`config.mk`:
```
export PLATFORM = sky130hd
export DESIGN_NAME = serial_adder_ctrl
export DESIGN_NICKNAME = d
export VERILOG_FILES = /design/src/rtl/serial_adder_ctrl.sv
export SDC_FILE = /design/constraint.sdc
export NUM_CORES = 1
export LEC_CHECK = 0
export BUFFER_PORTS_ARGS = -buffer_cell sky130_fd_sc_hd__buf_4
export CORE_UTILIZATION = 55
export CTS_BUF_LIST = sky130_fd_sc_hd__clkbuf_8 sky130_fd_sc_hd__clkbuf_16
export CTS_CLUSTER_SIZE = 24
export DETAILED_ROUTE_END_ITERATION = 16
export PLACE_DENSITY = 0.79
export SYNTH_ARGS = -nofsm -noshare
export SYNTH_HDL_FRONTEND = slang
export SYNTH_SLANG_ARGS = --single-unit
```
`constraint.sdc`:
```
create_clock -name sys_clk -period 2.8 [get_ports sys_clk]
set_clock_uncertainty 0.2 [all_clocks]
set_input_delay 0.56 -clock sys_clk [delete_from_list [all_inputs] [get_ports sys_clk]]
set_output_delay 0.56 -clock sys_clk [all_outputs]
set_load 0.01 [all_outputs]
```
`src/rtl/serial_adder_ctrl.sv`:
```
// Bit-serial WIDTH-bit unsigned adder: one shared full-adder cell (two half
// adders plus an OR) processes the operands LSB first, one bit per clock.

module half_adder (
    input  logic a,
    input  logic b,
    output logic s,
    output logic c
);
    assign s = a ^ b;
    assign c = a & b;
endmodule

module serial_adder_ctrl #(
    parameter int WIDTH = 8
) (
    input  logic             sys_clk,
    input  logic             sys_rst,
    input  logic             start,
    input  logic [WIDTH-1:0] op_a,
    input  logic [WIDTH-1:0] op_b,
    output logic             busy,
    output logic             done,
    output logic [WIDTH-1:0] sum,
    output logic             cout
);
    localparam int CNT_W = (WIDTH > 1) ? $clog2(WIDTH) : 1;
    localparam logic [CNT_W-1:0] LAST = CNT_W'(WIDTH - 1);

    typedef enum logic [1:0] {IDLE, RUN, DONE} state_t;

    state_t           state;
    state_t           state_nxt;
    logic [WIDTH-1:0] sa;
    logic [WIDTH-1:0] sb;
    logic [WIDTH-1:0] sr;
    logic [WIDTH-1:0] sr_nxt;
    logic [CNT_W-1:0] cnt;
    logic             carry;

    logic ha0_s, ha0_c, ha1_s, ha1_c, cell_c;

    // The single shared full-adder cell.
    half_adder u_ha0 (.a(sa[0]), .b(sb[0]), .s(ha0_s), .c(ha0_c));
    half_adder u_ha1 (.a(ha0_s), .b(carry), .s(ha1_s), .c(ha1_c));
    assign cell_c = ha0_c | ha1_c;
    assign sr_nxt = {ha1_s, sr[WIDTH-1:1]};

    always_ff @(posedge sys_clk or posedge sys_rst) begin
        if (sys_rst) state <= IDLE;
        else         state <= state_nxt;
    end

    always_comb begin
        state_nxt = state;
        busy      = 1'b0;
        done      = 1'b0;
        case (state)
            IDLE: if (start) state_nxt = RUN;
            RUN: begin
                busy = 1'b1;
                if (cnt == LAST) state_nxt = DONE;
            end
            DONE: begin
                busy      = 1'b1;
                done      = 1'b1;
                state_nxt = IDLE;
            end
            default: state_nxt = IDLE;
        endcase
    end

    always_ff @(posedge sys_clk or posedge sys_rst) begin
        if (sys_rst) begin
            sa    <= '0;
            sb    <= '0;
            sr    <= '0;
            cnt   <= '0;
            carry <= 1'b0;
            sum   <= '0;
            cout  <= 1'b0;
        end else begin
            case (state)
                IDLE: if (start) begin
                    sa    <= op_a;
                    sb    <= op_b;
                    sr    <= '0;
                    cnt   <= '0;
                    carry <= 1'b0;
                end
                RUN: begin
                    sa    <= sa >> 1;
                    sb    <= sb >> 1;
                    sr    <= sr_nxt;
                    carry <= cell_c;
                    cnt   <= cnt + CNT_W'(1);
                    // Last bit: publish result including this cycle's sum bit.
                    if (cnt == LAST) begin
                        sum  <= sr_nxt;
                        cout <= cell_c;
                    end
                end
                default: ;
            endcase
        end
    end
endmodule

```
==> out/qor.csv, run 1 <==
stage,metric,value,unit
logic_synthesis,synth_area_leaders,"dfrtp_1 (56%), o221a_1 (6.6%), mux2_2 (5.9%), a22o_1 (5.1%), ha_1 (3.7%)",
clock_network,clkTransAtPathRegs,0.08,ns
clock_network,clkSinkCount,38,
clock_network,clk_latency,0.28,ns
power_and_ir_drop,finalPower,2.22,mW
clock_network,cts_resized,0,
floorplan,io_pins,30,
clock_network,cts.htree.levels,2,
clock_network,clockBufferDepth,2,
cells_and_area,nets,187,
cells_and_area,finalNonFillerCells,194,
status,status,"finished, violations left",
floorplan,start_util,0.600,
sta,slew_violations,0,
placed_design,hpwl,2250,um
drt,ant_nets,0,
logic_synthesis,syn_avg_cell_area,13.1,sq um
power_and_ir_drop,power_density,1080,nW/um^2
logic_synthesis,ys_warn_count,0,
clock_network,postCtsHoldBufs,0,
clock_network,tritoncts,done,
global_routing,grt_pass1_wl,5270,um
floorplan,core_region_area,2850,sq um
placed_design,place_inst,186,
sta,fin_hold_ws,0.178,ns
floorplan,row_count,19,
critical_path,start_kind,register,
logic_synthesis,async_reset_ff_frac,1.00,
clock_network,cts_setup_buffers,0,
logic_synthesis,ys_ff_latch,38,
cells_and_area,layout-drive-gt1-share,0.380,
global_routing,grt_antenna_before_repair,0,
sta,setup_viol,0,
placed_design,io_buffers,29,
power_and_ir_drop,leakagePower,0.963,nW
logic_synthesis,syn_inst,131,
floorplan,die_y,57.8,um
logic_synthesis,synth_top_area_cell,dfrtp_1,
critical_path,worst-path-max-fanout,12,
cells_and_area,areaGrowthSynthToFinish,19.8,%
drt,vias,1147,
critical_path,required,2.82,ns
sta,max-slew-margin-rel,0.471,
min_path,min_path_type,in -> async,
cells_and_area,fillers,220,
cells_and_area,regArea,951,sq um
logic_synthesis,syn_nets,156,
logic_synthesis,synth_edf_count,0,
power_and_ir_drop,ir_drop,567,uV
critical_path,critPathKind,reg -> reg,
drt,drtPass1Iterations,10,
logic_synthesis,synth_top_cell_area_share,0.555,
drt,drt_iter0_markers,54,
sta,min_period_over_period,0.821,
sta,min_period,2.30,ns
sta,max_clock_freq,435,MHz
logic_synthesis,synthFlopType,dfrtp_1,
clock_network,clock-root-buffer,clkbuf_8,
status,violations,design-rule violations,
logic_synthesis,synthDistinctLibCells,30,
logic_synthesis,ys_seq_area_frac,0.555,
drt,vias_per_cell,5.91,
global_routing,grtUsageTotal,0.216,
sta,hold_viol,0,
clock_network,cts_buffers,5,
floorplan,die_x,57.8,um
global_routing,overflow,0,
drt,drc,2,
cells_and_area,multiInputGateArea,693,sq um
sta,setup_tns,0,ns
drt,wl_per_cell,16.4,um
sta,worst_pin_slew,0.790,ns
drt,totalWireLength,3180,um
global_routing,grt_pass1_vias,1152,
cells_and_area,diodes,0,
critical_path,end_kind,register,
flow_run,drv_cap,0,
logic_synthesis,synthesis.area,1710,sq um
critical_path,cp_data_arrival_time,2.32,ns
global_routing,grt_max_degree,39,
placed_design,gp_congestion,0.783,
sta,rsz0062_at_grt,no,
floorplan,die_area,3340,sq um
[synth_stat cells (2+ instances only)]
cell / count
o221a_1: 10
nor2_1: 4
nand4b_1: 2
o21ai_0: 3
or3_2: 3
mux2_2: 9
o221a_2: 3
a22o_1: 10
nand2_1: 4
or3_1: 9
clkbuf_1: 2
dfrtp_1: 38
nand2_2: 2
buf_4: 4
inv_1: 4
nand3_1: 3
a21oi_1: 4
ha_1: 5
[per-stage QoR]
step / util / instance area, sq um / setup slack [ns]
2_1_floorplan: - / 1710 / 1.07
3_3_place_gp: 0.679 / 1940 / 0.717
3_5_place_dp: 0.679 / 1940 / 0.556
4_1_cts: 0.719 / 2050 / 0.523
5_1_grt: 0.719 / 2050 / 0.359
6_report: 0.719 / 2050 / 0.500
[logic make-up (layout without fill, tap and decap cells)]
group / Yosys count / after routing / share of synthesized area
fa+ha+maj: 6 / 6 / 0.0482
flops: 38 / 38 / 0.555
buf+inv: 12 / 44 / 0.0402
compound gates: 31 / 31 / 0.163
mux: 10 / 10 / 0.0650
simple gates: 34 / 34 / 0.129
[placed cells by master, fill, tap and decap left out, drive strengths merged]
master    instances
inv               4
ha                5
bufinv            1
and2              1
nand2b            2
o221a            13
nand3             3
nor2b             1
dfrtp            38
mux2              9
nand2             7
o21ai             3
buf              32
and3              1
or3              12
a22o             10
a21oi             4
o22a              1
mux2i             1
nand3b            1
clkinvlp          2
nor2              4
fa                1
nand4b            2
clkbuf            5
[state kept, by name, summed over array words and instances, names as in the netlist]
| register | cells |
|---|---|
| state | 2 |
| sr | 7 |
| sa | 8 |
| sum | 8 |
| cout | 1 |
| cnt | 3 |
| carry | 1 |
| sb | 8 |
[final cells by class]
type                       instances  area share
timing repair buffer              32       0.117
clock buffer                       5      0.0335
clock inverter                     3      0.0220
sequential                        38       0.463
tap                               31      0.0189
multi-input combinational         81       0.338
inverter                           4     0.00732
[where the power goes]
group          switching [mW]  internal [mW]
clock                   0.192          0.265
combinational           0.419          0.418
sequential              0.154          0.769
[path summary, 6_finish.rpt]
check	start	slack [ns]	depth (start not counted)	to
max in group asynchronous	sys_rst	1.89	3	sb[0]
worst max-delay path	state[0]	0.50	5	sb[5]
worst min-delay path	sys_rst	0.18	3	sum[0]
min in group sys_clk	sum[4]	0.31	1	sum[4]
worst max register to register	state[0]	0.50	5	sb[5]
worst min register to register	sum[4]	0.31	1	sum[4]
[critical path, stage by stage (launching register included)]
cell     delay, ns
dfrtp_1       0.41
inv_1         0.10
ha_1          0.42
nor2_1        0.14
nor2_1        0.63
o221a_1       0.34
[per-layer routing]
layer	part of all wire	GRT usage
met2	0.53	0.368
met1	0.43	0.262
met4	0.0072	0.0782
met3	0.033	0.0625
met5	0	0
Power figures use the tool's default switching activity.
==> run 2: changes to the inputs <==
--- a/config.mk
+++ b/config.mk
@@ -6,11 +6,11 @@
 export NUM_CORES = 1
 export LEC_CHECK = 0
 export BUFFER_PORTS_ARGS = -buffer_cell sky130_fd_sc_hd__buf_4
-export CORE_UTILIZATION = 55
+export CORE_UTILIZATION = 54
 export CTS_BUF_LIST = sky130_fd_sc_hd__clkbuf_8 sky130_fd_sc_hd__clkbuf_16
 export CTS_CLUSTER_SIZE = 24
 export DETAILED_ROUTE_END_ITERATION = 16
-export PLACE_DENSITY = 0.79
+export PLACE_DENSITY = 0.77
 export SYNTH_ARGS = -nofsm -noshare
 export SYNTH_HDL_FRONTEND = slang
 export SYNTH_SLANG_ARGS = --single-unit
==> constraint.sdc (replaced) <==
create_clock -name sys_clk -period 2.2 [get_ports sys_clk]
set_clock_uncertainty 0.2 [all_clocks]
set_input_delay 0.44 -clock sys_clk [delete_from_list [all_inputs] [get_ports sys_clk]]
set_output_delay 0.44 -clock sys_clk [all_outputs]
set_load 0.01 [all_outputs]
==> run 2 against run 1 <==
  * The flow now finishes without violations
  * Die area up 1.8%
  * Fmax increased by 12%
  * Non-clock buffer count unchanged
  * Register-to-register slack worse by 0.36 ns
  * Largest cell class unchanged
  * Critical endpoint is now sa[6]
==> out/qor.csv, run 2 (synthesis gave the netlist of run 1 again) <==
stage,metric,value,unit
status,status,finished clean,
global_routing,grt_antenna_before_repair,0,
sta,max_clock_freq,486,MHz
critical_path,required,2.23,ns
clock_network,clk_latency,0.29,ns
critical_path,worst-path-max-fanout,12,
clock_network,cts_setup_buffers,0,
clock_network,clkTransAtPathRegs,0.07,ns
drt,totalWireLength,3030,um
sta,setup_viol,0,
sta,hold_viol,0,
sta,worst_pin_slew,0.477,ns
power_and_ir_drop,leakagePower,0.974,nW
drt,vias,1154,
drt,drtPass1Iterations,4,
cells_and_area,multiInputGateArea,696,sq um
critical_path,critPathKind,reg -> reg,
floorplan,io_pins,30,
cells_and_area,final_util,0.681,
placed_design,dp_slack,-0.00628,ns
drt,drt_iter0_markers,60,
sta,slew_violations,0,
min_path,min_path_type,in -> async,
placed_design,hpwl,2040,um
clock_network,clock-root-buffer,clkbuf_8,
cells_and_area,fillers,223,
clock_network,cts_buffers,5,
drt,drc,0,
clock_network,cts_resized,1,
global_routing,grt_pass1_vias,1112,
floorplan,die_x,58.3,um
critical_path,cp_data_arrival_time,2.09,ns
floorplan,die_area,3400,sq um
clock_network,postCtsHoldBufs,0,
sta,min_period,2.06,ns
placed_design,io_buffers,29,
critical_path,start_kind,register,
cells_and_area,layout-drive-gt1-share,0.374,
cells_and_area,areaGrowthSynthToFinish,20.5,%
cells_and_area,layout_common_cells,"dfrtp_1 (38), buf_4 (32), o221a_1 (10), a22o_1 (10)",
global_routing,grt_pass1_wl,5330,um
cells_and_area,layout_commonest_cell,dfrtp_1,
power_and_ir_drop,power_density,1350,nW/um^2
global_routing,grt_max_degree,39,
sta,rsz0062_at_grt,no,
floorplan,start_util,0.566,
global_routing,grtUsageTotal,0.214,
clock_network,tritoncts,done,
cells_and_area,regArea,951,sq um
cells_and_area,reg_top3,"sa (8), sb (8), sum (8)",
drt,ant_nets,0,
clock_network,clkSinkCount,38,
sta,max-slew-margin-rel,0.681,
flow_run,drv_cap,0,
critical_path,end_kind,register,
placed_design,gp_congestion,0.775,
sta,fin_ws,0.144,ns
global_routing,overflow,0,
floorplan,core_region_area,3030,sq um
clock_network,clockBufferDepth,2,
cells_and_area,diodes,0,
drt,vias_per_cell,5.57,
cells_and_area,nets,187,
floorplan,row_count,20,
sta,min_period_over_period,0.934,
power_and_ir_drop,ir_drop,699,uV
drt,wl_per_cell,14.6,um
floorplan,die_y,58.3,um
clock_network,cts.htree.levels,2,
[run 2: worst paths after layout]
path,cells past startpoint,to,slack (ns),startpoint
worst max-delay path,5,sa[6],0.14,state[1]
worst max register to register,5,sa[6],0.14,state[1]
worst min register to register,1,sr[1],0.30,sr[1]
worst min-delay path,3,sum[1],0.06,sys_rst
min in group sys_clk,3,sb[0],0.24,op_b[0]
max in group asynchronous,3,cnt[0],1.41,sys_rst
[run 2: cell type report]
class,count,area share
clock inverters,3,0.0182
inverters,4,0.00728
repair buffers,32,0.116
flip-flops and latches,38,0.461
well taps,44,0.0267
clock buffers,5,0.0334
multi-input cells,81,0.337
[run 2: power breakdown]
| part | leakage [nW] | switching, mW | internal (mW) |
|---|---|---|---|
| Clock | 0.0607 | 0.234 | 0.330 |
| Combinational | 0.441 | 0.517 | 0.529 |
| Sequential | 0.472 | 0.187 | 0.979 |
[run 2: worst max-delay path: stages, from the launching register on]
cell,delay (ns)
dfrtp_1,0.41
inv_1,0.09
ha_1,0.43
nor2_1,0.17
nor2_2,0.41
o221a_2,0.28
[run 2: stage by stage]
step | hold WS (ns) | area [sq um] | setup TNS (ns) | total power, mW | cells
2_1_floorplan | 0.262 | 1710 | 0 | 1.97 | 131
3_3_place_gp | 0.287 | 1950 | 0 | 2.18 | 199
3_5_place_dp | 0.279 | 1950 | -0.00853 | 2.23 | 199
4_1_cts | 0.0658 | 2060 | 0 | 2.81 | 207
5_1_grt | 0.110 | 2060 | 0 | 2.97 | 207
6_report | 0.0563 | 2060 | 0 | 2.78 | 207
[run 2: routing by layer]
layer / track usage / wire length [um] / vias up
met3: 0.0484 / 126 / 6
li1: - / - / 549
met4: 0.112 / 49 / 0
met5: 0 / 0 / -
met1: 0.279 / 1360 / 570
met2: 0.337 / 1500 / 29
